`config.mk`:
```
export PLATFORM = sky130hd
export DESIGN_NAME = rename_reg_file
export DESIGN_NICKNAME = d
export VERILOG_FILES = /design/src/rtl/rename_reg_file_pkg.sv /design/src/rtl/rrf_read_port.sv /design/src/rtl/rename_reg_file.sv
export SDC_FILE = /design/constraint.sdc
export NUM_CORES = 2
export LEC_CHECK = 0
export BUFFER_PORTS_ARGS = -buffer_cell sky130_fd_sc_hd__buf_2
export CORE_MARGIN = 3
export CORE_UTILIZATION = 44
export DETAILED_ROUTE_END_ITERATION = 12
export HOLD_SLACK_MARGIN = 0.08
export PLACE_DENSITY = 0.65
export SLEW_MARGIN = 20
export SYNTH_ARGS = -nofsm -noshare
export SYNTH_HDL_FRONTEND = slang
export SYNTH_SLANG_ARGS = --single-unit
```
`constraint.sdc`:
```
create_clock -name clk -period 4.7 [get_ports clk]
set_clock_uncertainty 0.05 [all_clocks]
set_input_delay 0.94 -clock clk [delete_from_list [all_inputs] [get_ports clk]]
set_output_delay 0.94 -clock clk [all_outputs]
set_load 0.02 [all_outputs]
```
`src/rtl/rename_reg_file_pkg.sv`:
```
// Shared sizing for the rename register file, reservation stations and ROB.
package rename_reg_file_pkg;

    localparam int unsigned RRF_XLEN  = 32;
    localparam int unsigned RRF_NREG  = 32;
    localparam int unsigned RRF_IDX_W = $clog2(RRF_NREG);
    localparam int unsigned RRF_TAG_W = 4;
    localparam int unsigned RRF_NRP   = 2;

    localparam logic [RRF_IDX_W-1:0] RRF_ZERO_REG = '0;

    // Architectural register zero is hardwired; any access to it is inert.
    function automatic logic rrf_is_zero(input logic [RRF_IDX_W-1:0] idx);
        return idx == RRF_ZERO_REG;
    endfunction

endpackage

```
`src/rtl/rrf_read_port.sv`:
```
// One issue-side read port: register select, x0 forcing and commit bypass.
module rrf_read_port
    import rename_reg_file_pkg::*;
#(
    parameter  int unsigned XLEN   = RRF_XLEN,
    parameter  int unsigned NREG   = RRF_NREG,
    parameter  int unsigned TAG_W  = RRF_TAG_W,
    parameter  int unsigned BYPASS = 1,
    localparam int unsigned IDX_W  = $clog2(NREG)
) (
    input  logic [IDX_W-1:0] idx_i,
    input  logic [XLEN-1:0]  value_i [NREG],
    input  logic [NREG-1:0]  busy_i,
    input  logic [TAG_W-1:0] tag_i   [NREG],
    input  logic             rdy_i,
    input  logic             cm_valid_i,
    input  logic [IDX_W-1:0] cm_rd_i,
    input  logic [TAG_W-1:0] cm_tag_i,
    input  logic [XLEN-1:0]  cm_value_i,
    output logic [XLEN-1:0]  value_c_o,
    output logic             busy_c_o,
    output logic [TAG_W-1:0] tag_c_o
);

    logic hit_c;
    logic is_zero_c;

    assign hit_c     = (BYPASS != 0) && rdy_i && cm_valid_i && (cm_rd_i == idx_i);
    assign is_zero_c = (idx_i == IDX_W'(RRF_ZERO_REG));

    always_comb begin
        value_c_o = value_i[idx_i];
        busy_c_o  = busy_i[idx_i];
        tag_c_o   = tag_i[idx_i];
        // A commit landing this cycle resolves the producer only if its tag is still current.
        if (hit_c) begin
            value_c_o = cm_value_i;
            if (busy_i[idx_i] && (tag_i[idx_i] == cm_tag_i)) begin
                busy_c_o = 1'b0;
            end
        end
        if (is_zero_c) begin
            value_c_o = '0;
            busy_c_o  = 1'b0;
            tag_c_o   = '0;
        end
    end

endmodule

```
`src/rtl/rename_reg_file.sv`:
```
// Architectural register file with per-register ROB rename tracking.
module rename_reg_file
    import rename_reg_file_pkg::*;
#(
    parameter  int unsigned XLEN   = RRF_XLEN,
    parameter  int unsigned NREG   = RRF_NREG,
    parameter  int unsigned TAG_W  = RRF_TAG_W,
    parameter  int unsigned NRP    = RRF_NRP,
    parameter  int unsigned BYPASS = 1,
    localparam int unsigned IDX_W  = $clog2(NREG)
) (
    input  logic                   clk,
    input  logic                   rst,
    input  logic                   rdy,
    input  logic [NRP*IDX_W-1:0]   rd_idx,
    output logic [NRP*XLEN-1:0]    rd_value,
    output logic [NRP-1:0]         rd_busy,
    output logic [NRP*TAG_W-1:0]   rd_tag,
    input  logic                   iss_valid,
    input  logic [IDX_W-1:0]       iss_rd,
    input  logic [TAG_W-1:0]       iss_tag,
    input  logic                   cm_valid,
    input  logic [IDX_W-1:0]       cm_rd,
    input  logic [TAG_W-1:0]       cm_tag,
    input  logic [XLEN-1:0]        cm_value,
    input  logic                   flush,
    output logic [NREG-1:0]        busy_mask
);

    logic [XLEN-1:0]  value_q [NREG];
    logic [XLEN-1:0]  value_d [NREG];
    logic [NREG-1:0]  busy_q;
    logic [NREG-1:0]  busy_d;
    logic [TAG_W-1:0] tag_q   [NREG];
    logic [TAG_W-1:0] tag_d   [NREG];

    logic cm_en_c;
    logic iss_en_c;

    assign cm_en_c  = rdy && cm_valid && (cm_rd != IDX_W'(RRF_ZERO_REG));
    assign iss_en_c = rdy && iss_valid && !flush && (iss_rd != IDX_W'(RRF_ZERO_REG));

    // Commit first, then flush or issue; a same-register issue overrides the commit's clear.
    always_comb begin
        value_d = value_q;
        busy_d  = busy_q;
        tag_d   = tag_q;
        if (cm_en_c) begin
            value_d[cm_rd] = cm_value;
            if (busy_q[cm_rd] && (tag_q[cm_rd] == cm_tag)) begin
                busy_d[cm_rd] = 1'b0;
            end
        end
        if (rdy && flush) begin
            busy_d = '0;
        end else if (iss_en_c) begin
            busy_d[iss_rd] = 1'b1;
            tag_d[iss_rd]  = iss_tag;
        end
    end

    always_ff @(posedge clk or negedge rst) begin
        if (!rst) begin
            for (int unsigned r = 0; r < NREG; r++) begin
                value_q[r] <= '0;
                tag_q[r]   <= '0;
            end
            busy_q <= '0;
        end else begin
            value_q <= value_d;
            busy_q  <= busy_d;
            tag_q   <= tag_d;
        end
    end

    assign busy_mask = busy_q;

    for (genvar p = 0; p < NRP; p++) begin : g_rp
        rrf_read_port #(
            .XLEN   (XLEN),
            .NREG   (NREG),
            .TAG_W  (TAG_W),
            .BYPASS (BYPASS)
        ) u_rp (
            .idx_i      (rd_idx[p*IDX_W +: IDX_W]),
            .value_i    (value_q),
            .busy_i     (busy_q),
            .tag_i      (tag_q),
            .rdy_i      (rdy),
            .cm_valid_i (cm_valid),
            .cm_rd_i    (cm_rd),
            .cm_tag_i   (cm_tag),
            .cm_value_i (cm_value),
            .value_c_o  (rd_value[p*XLEN +: XLEN]),
            .busy_c_o   (rd_busy[p]),
            .tag_c_o    (rd_tag[p*TAG_W +: TAG_W])
        );
    end

endmodule

```
# After elaboration in Yosys (flattened, before gate mapping)
# Cells that the tools add are included.
# classes
n_addsub,0
mul,0
div_mod_pow,0
magnitude_cmp,12
eq_ne,5
shifts,0
n_mux,47
bitwise_logic,8
reduce_logical,21
# op_table
cell,n
$bwmux W1024,1
$mux W32,13
$bmux W32 S5,2
$demux W32 S5,1
$bwmux W128,1
$bmux W4 S5,3
$mux W4,9
$and A32 B32 Y32,1
$not A32 Y32,1
$or A32 B32 Y32,1
$ge A6 B6 Y1 const B,4
$lt A5 B6 Y1 const B,4
$not A5 Y6,4
$demux W4 S5,1
$bmux W1 S5,3
$logic_and A1 B1 Y1,15
$eq A4 B4 Y1,3
$lt A6 B1 Y1 const B,2
$mux W1,11
$demux W1 S5,2
$eq A5 B5 Y1,2
$ge A5 B1 Y1 const B,2
$logic_not A5 Y1,2
$reduce_bool A5 Y1,2
3 further kinds,3
# word_totals
ff_bits,1184
latchBits,0
mem_bits_rw,0
mem_bits_ro,0
input_bits,66
memories,0

# Depth between registers and ports, before layout
# logic_depth
ltp_word,11
mapped_depth,12
depth_no_buf,7

# Hierarchy
# Synthesis repeated with hierarchy kept, for this count alone.
# hier_totals
hier_cells,4763
hier_area_um2,66607.6
# modules_own_cells
mod,n_inst,cells_per_inst,area_each_um2,seq_area_each_um2
rename_reg_file,1,2927,45837.7,29628.4
rrf_read_port,2,918,10385.0,0.0

# Worst setup path before layout
# No wires, ideal clock.
# synth_timing
path_type,input-to-output
start,in rd_idx[6]
end,out rd_value[44]
arrival_time_ps,3198
path_slack_ps,512
stages,9
path_buffers,4
cell_sequence,buf_2 -> clkbuf_1 -> inv_2 -> clkbuf_1 -> clkbuf_1 -> nand2_1 -> a311oi_1 -> a21oi_1 -> a211oi_1
# synth_via
elab_chain_cells,6
elab_cells_between_ends,9
cone_classes,eq/ne (1); mux (5); bitwise (1); reduce/logical (2)
# synth_lines
element,line_no,source
"start, declared",rename_reg_file.sv:15,"input logic [NRP*IDX_W-1:0] rd_idx,"
$not A5 Y6 (implied by the code),rrf_read_port.sv:32,value_c_o = value_i[idx_i];
$bmux W32 S5,rrf_read_port.sv:32,
$mux W32 (implied by the code) (2 in a row),rrf_read_port.sv:32,
$mux W32,rrf_read_port.sv:36,if (hit_c) begin
$mux W32 (*),rrf_read_port.sv:42,if (is_zero_c) begin
"end, declared",rename_reg_file.sv:16,"output logic [NRP*XLEN-1:0] rd_value,"
# Mark *: on every way between the ends. The rest lies on a longest branch, timed or not. The select of a mux whose other input is x is not followed.

# Worst setup path in the final report
# layout_timing
start,in rd_idx[0]
end,out rd_value[6]
# Same word-level chain as after synthesis.

==> impl_metrics.toml <==
[floorplan]
initial_core_util_pct = 44.4
num_io_pins = 172
core-area_mm2 = 0.148
rows = 141
die_h_um = 393
die_x_um = 393
dieArea_mm2 = 0.154

[clocking]
postCtsResizedCells = 0
post_cts_buffers = 0
cts_hold_buf = 0
cts_sinks = 1184
clock_latency_ns = 0.77
path_clk_slew_ns = 0.06
cts.path.max_buffers = 3
cts-root-buf = "clkbuf_16"
cts_tree = "yes"
numCtsBuffers = 134
htreeDepth = 4

[sta]
rsz0062_at_grt = "no"
whs_ns = 0.157
tightest_slew_ns = 1.09
max_freq_ghz = 0.217
period_share_pct = 98.2
hold_viol_final = 0
slew_viol_final = 0
min_period_ns = 4.61
tns_ns = 0
setup_violations = 0
relSlewSlack_pct = 27.6

[job]
cap_violations = 0

[grt]
grt_pass1_wl_um = 306000
grt_max_degree = 112
grt_use_total_pct = 27.2
grt_pass1_vias = 43300
antenna_found_initial = 7
grt_overflow = 0

[logic_synthesis]
syn_avg_cell_area_um2 = 15.3
ys_seq_elements = 1184
postSynthCellCount = 4302
netlist_area_mm2 = 0.0659
synth_edf_count = 0
yosysSeqAreaShare_pct = 45.0
synth_ff_type = "dfrtp_1"
synth_cell_types = 67
synth-async-reset-ratio_pct = 100
syn-num-nets = 4368
yosysWarningCount = 0

[placement]
hpwl_um = 123000
place_congestion = 0.917
numPortBuffers = 171
placed_area_mm2 = 0.0699

[worst_setup_path]
r2r_start = "tag_q[102]"
r2r_setup_slack_ns = 1.63
r2r_cells = 8
path_class = "input port to output pin"
worstSetupStartpointType = "input port"
worstPathMaxFanout = 31
cp.required_ns = 3.71
crit_path_end_kind = "output pin"
arrival_ns = 3.62
r2r-end = "busy_mask[3]"

[layout]
layout_commonest_cell = "dfrtp_1"
post-route-util_pct = 50.2
stdcell_area_mm2 = 0.0744
final_cell_mix = "1184 x dfrtp_1, 1129 x mux2_2, 712 x mux4_2, 160 x buf_2, 157 x buf_4"
drive_gt1_share_pct = 56.7
nNetsFinal = 4401
syn_to_final_growth_pct = 13.1

[pwr]
p_int_uw = 20700
clkPwrFrac_pct = 38.6
peakVddDrop_v = 0.000322
power_leakage_uw = 0.0325
sw_frac_of_total_pct = 26.6
p_seq_share_pct = 43.8
power_switching_uw = 7500
combPwrFrac_pct = 17.5
power_density_mw_per_mm2 = 378

[routing]
via_count = 42300
dr.first_iter.drc_count = 4157
postRouteAntennaNets = 0
wl_per_cell_um = 32.4
drt-total-wl_um = 207000
avgViaCountPerCell = 6.64
dr.pass1.iters = 6
drc = 0

[worst_hold_path]
hp-class = "input port to async pin"

[status]
status = "finished clean"
sequential cells by signal, summed over array words and instances (netlist names):
| signal | count |
|---|---|
| value_q | 1024 |
| tag_q | 128 |
| busy_mask | 32 |
per-stage QoR:
stage	power, uW	instances	setup WS (ns)
after CTS	28400	6366	0.168
after global placement	17300	6129	0.178
after global routing	29300	6369	0.0139
final	28200	6371	0.0867
after floorplan	15800	4302	0.512
after detailed placement	17400	6129	0.174
layout make-up:
| type | count | area [um2] |
|---|---|---|
| Antenna cell | 5 | 12.5 |
| Clock buffer | 187 | 3920 |
| Clock inverter | 50 | 613 |
| Fill cell | 12400 | 73700 |
| Inverter | 7 | 33.8 |
| Multi-Input combinational cell | 2609 | 34200 |
| Sequential cell | 1184 | 29600 |
| Tap cell | 1930 | 2410 |
| Timing Repair Buffer | 399 | 3580 |
Yosys cell counts (4+ instances only):
cell type	n	area share, %
dfrtp_1	1184	45
a311oi_1	8	0.11
o22ai_1	23	0.22
o21ai_1	15	0.11
nor2_1	129	0.74
nor3b_1	6	0.068
or2_2	5	0.047
nand3_1	5	0.038
and2_1	17	0.16
nand4_1	8	0.076
o211ai_1	4	0.046
nand2b_1	15	0.14
buf_6	8	0.14
mux4_2	712	24
nand2_1	104	0.59
or3_1	6	0.057
xor2_1	11	0.15
a211oi_1	82	0.93
o31ai_1	6	0.068
o21bai_1	18	0.21
o311ai_1	25	0.33
mux2_2	1129	19
buf_1	31	0.18
o21ai_0	6	0.046
a2111oi_1	30	0.46
inv_1	4	0.023
nor3_1	21	0.16
o32ai_1	6	0.080
buf_2	173	1.3
buf_4	9	0.10
mux2i_1	134	2.0
a21oi_1	12	0.091
clkbuf_1	277	1.6
xnor2_1	7	0.093
a31oi_1	9	0.085
nor4_1	6	0.057
nor2b_1	10	0.095
metal layers:
layer  vias up  track usage, %  part of all wire [%]
met4         0            10.5                   4.1
met1     23000            38.0                    41
li1      16900               -                     -
met2      1946            41.8                    47
met5         -               0                     0
met3       457            5.81                   8.2
critical path, stage by stage:
cell      delay (ns)
buf_8           0.36
buf_4           0.34
mux4_2          0.54
mux4_2          0.47
mux2i_1         0.54
a211oi_1        0.16
buf_2           0.19
power by group through the flow:
stage	clock (uW)	sequential (uW)	combinational, uW
detailed placement	0	12500	4930
global placement	0	12400	4850
floorplan	0	12200	3620
finish	10900	12400	4930
global route	11500	12500	5260
CTS	11100	12300	4950
how the worst max path moves through the flow:
| stage | cells past startpoint | startpoint | end |
|---|---|---|---|
| 5_1_grt | 7 | rd_idx[0] | rd_value[6] |
| 3_3_place_gp | 7 | rd_idx[5] | rd_value[43] |
| 6_report | 7 | rd_idx[0] | rd_value[6] |
| 2_1_floorplan | 9 | rd_idx[6] | rd_value[44] |
| 3_5_place_dp | 7 | rd_idx[5] | rd_value[43] |
| 4_1_cts | 7 | rd_idx[5] | rd_value[43] |
cell families (layout without fill, tap and decap cells):
kind of cell	count (synthesis)	after routing	share of synthesized area (%)
compound gates	261	261	3.02
xor+xnor	18	18	0.239
buf+inv	509	643	3.46
flops	1184	1184	45.0
mux	1977	1977	45.8
other cells	0	5	0
simple gates	353	353	2.52
Note: power is estimated with default switching activity, not from simulation.
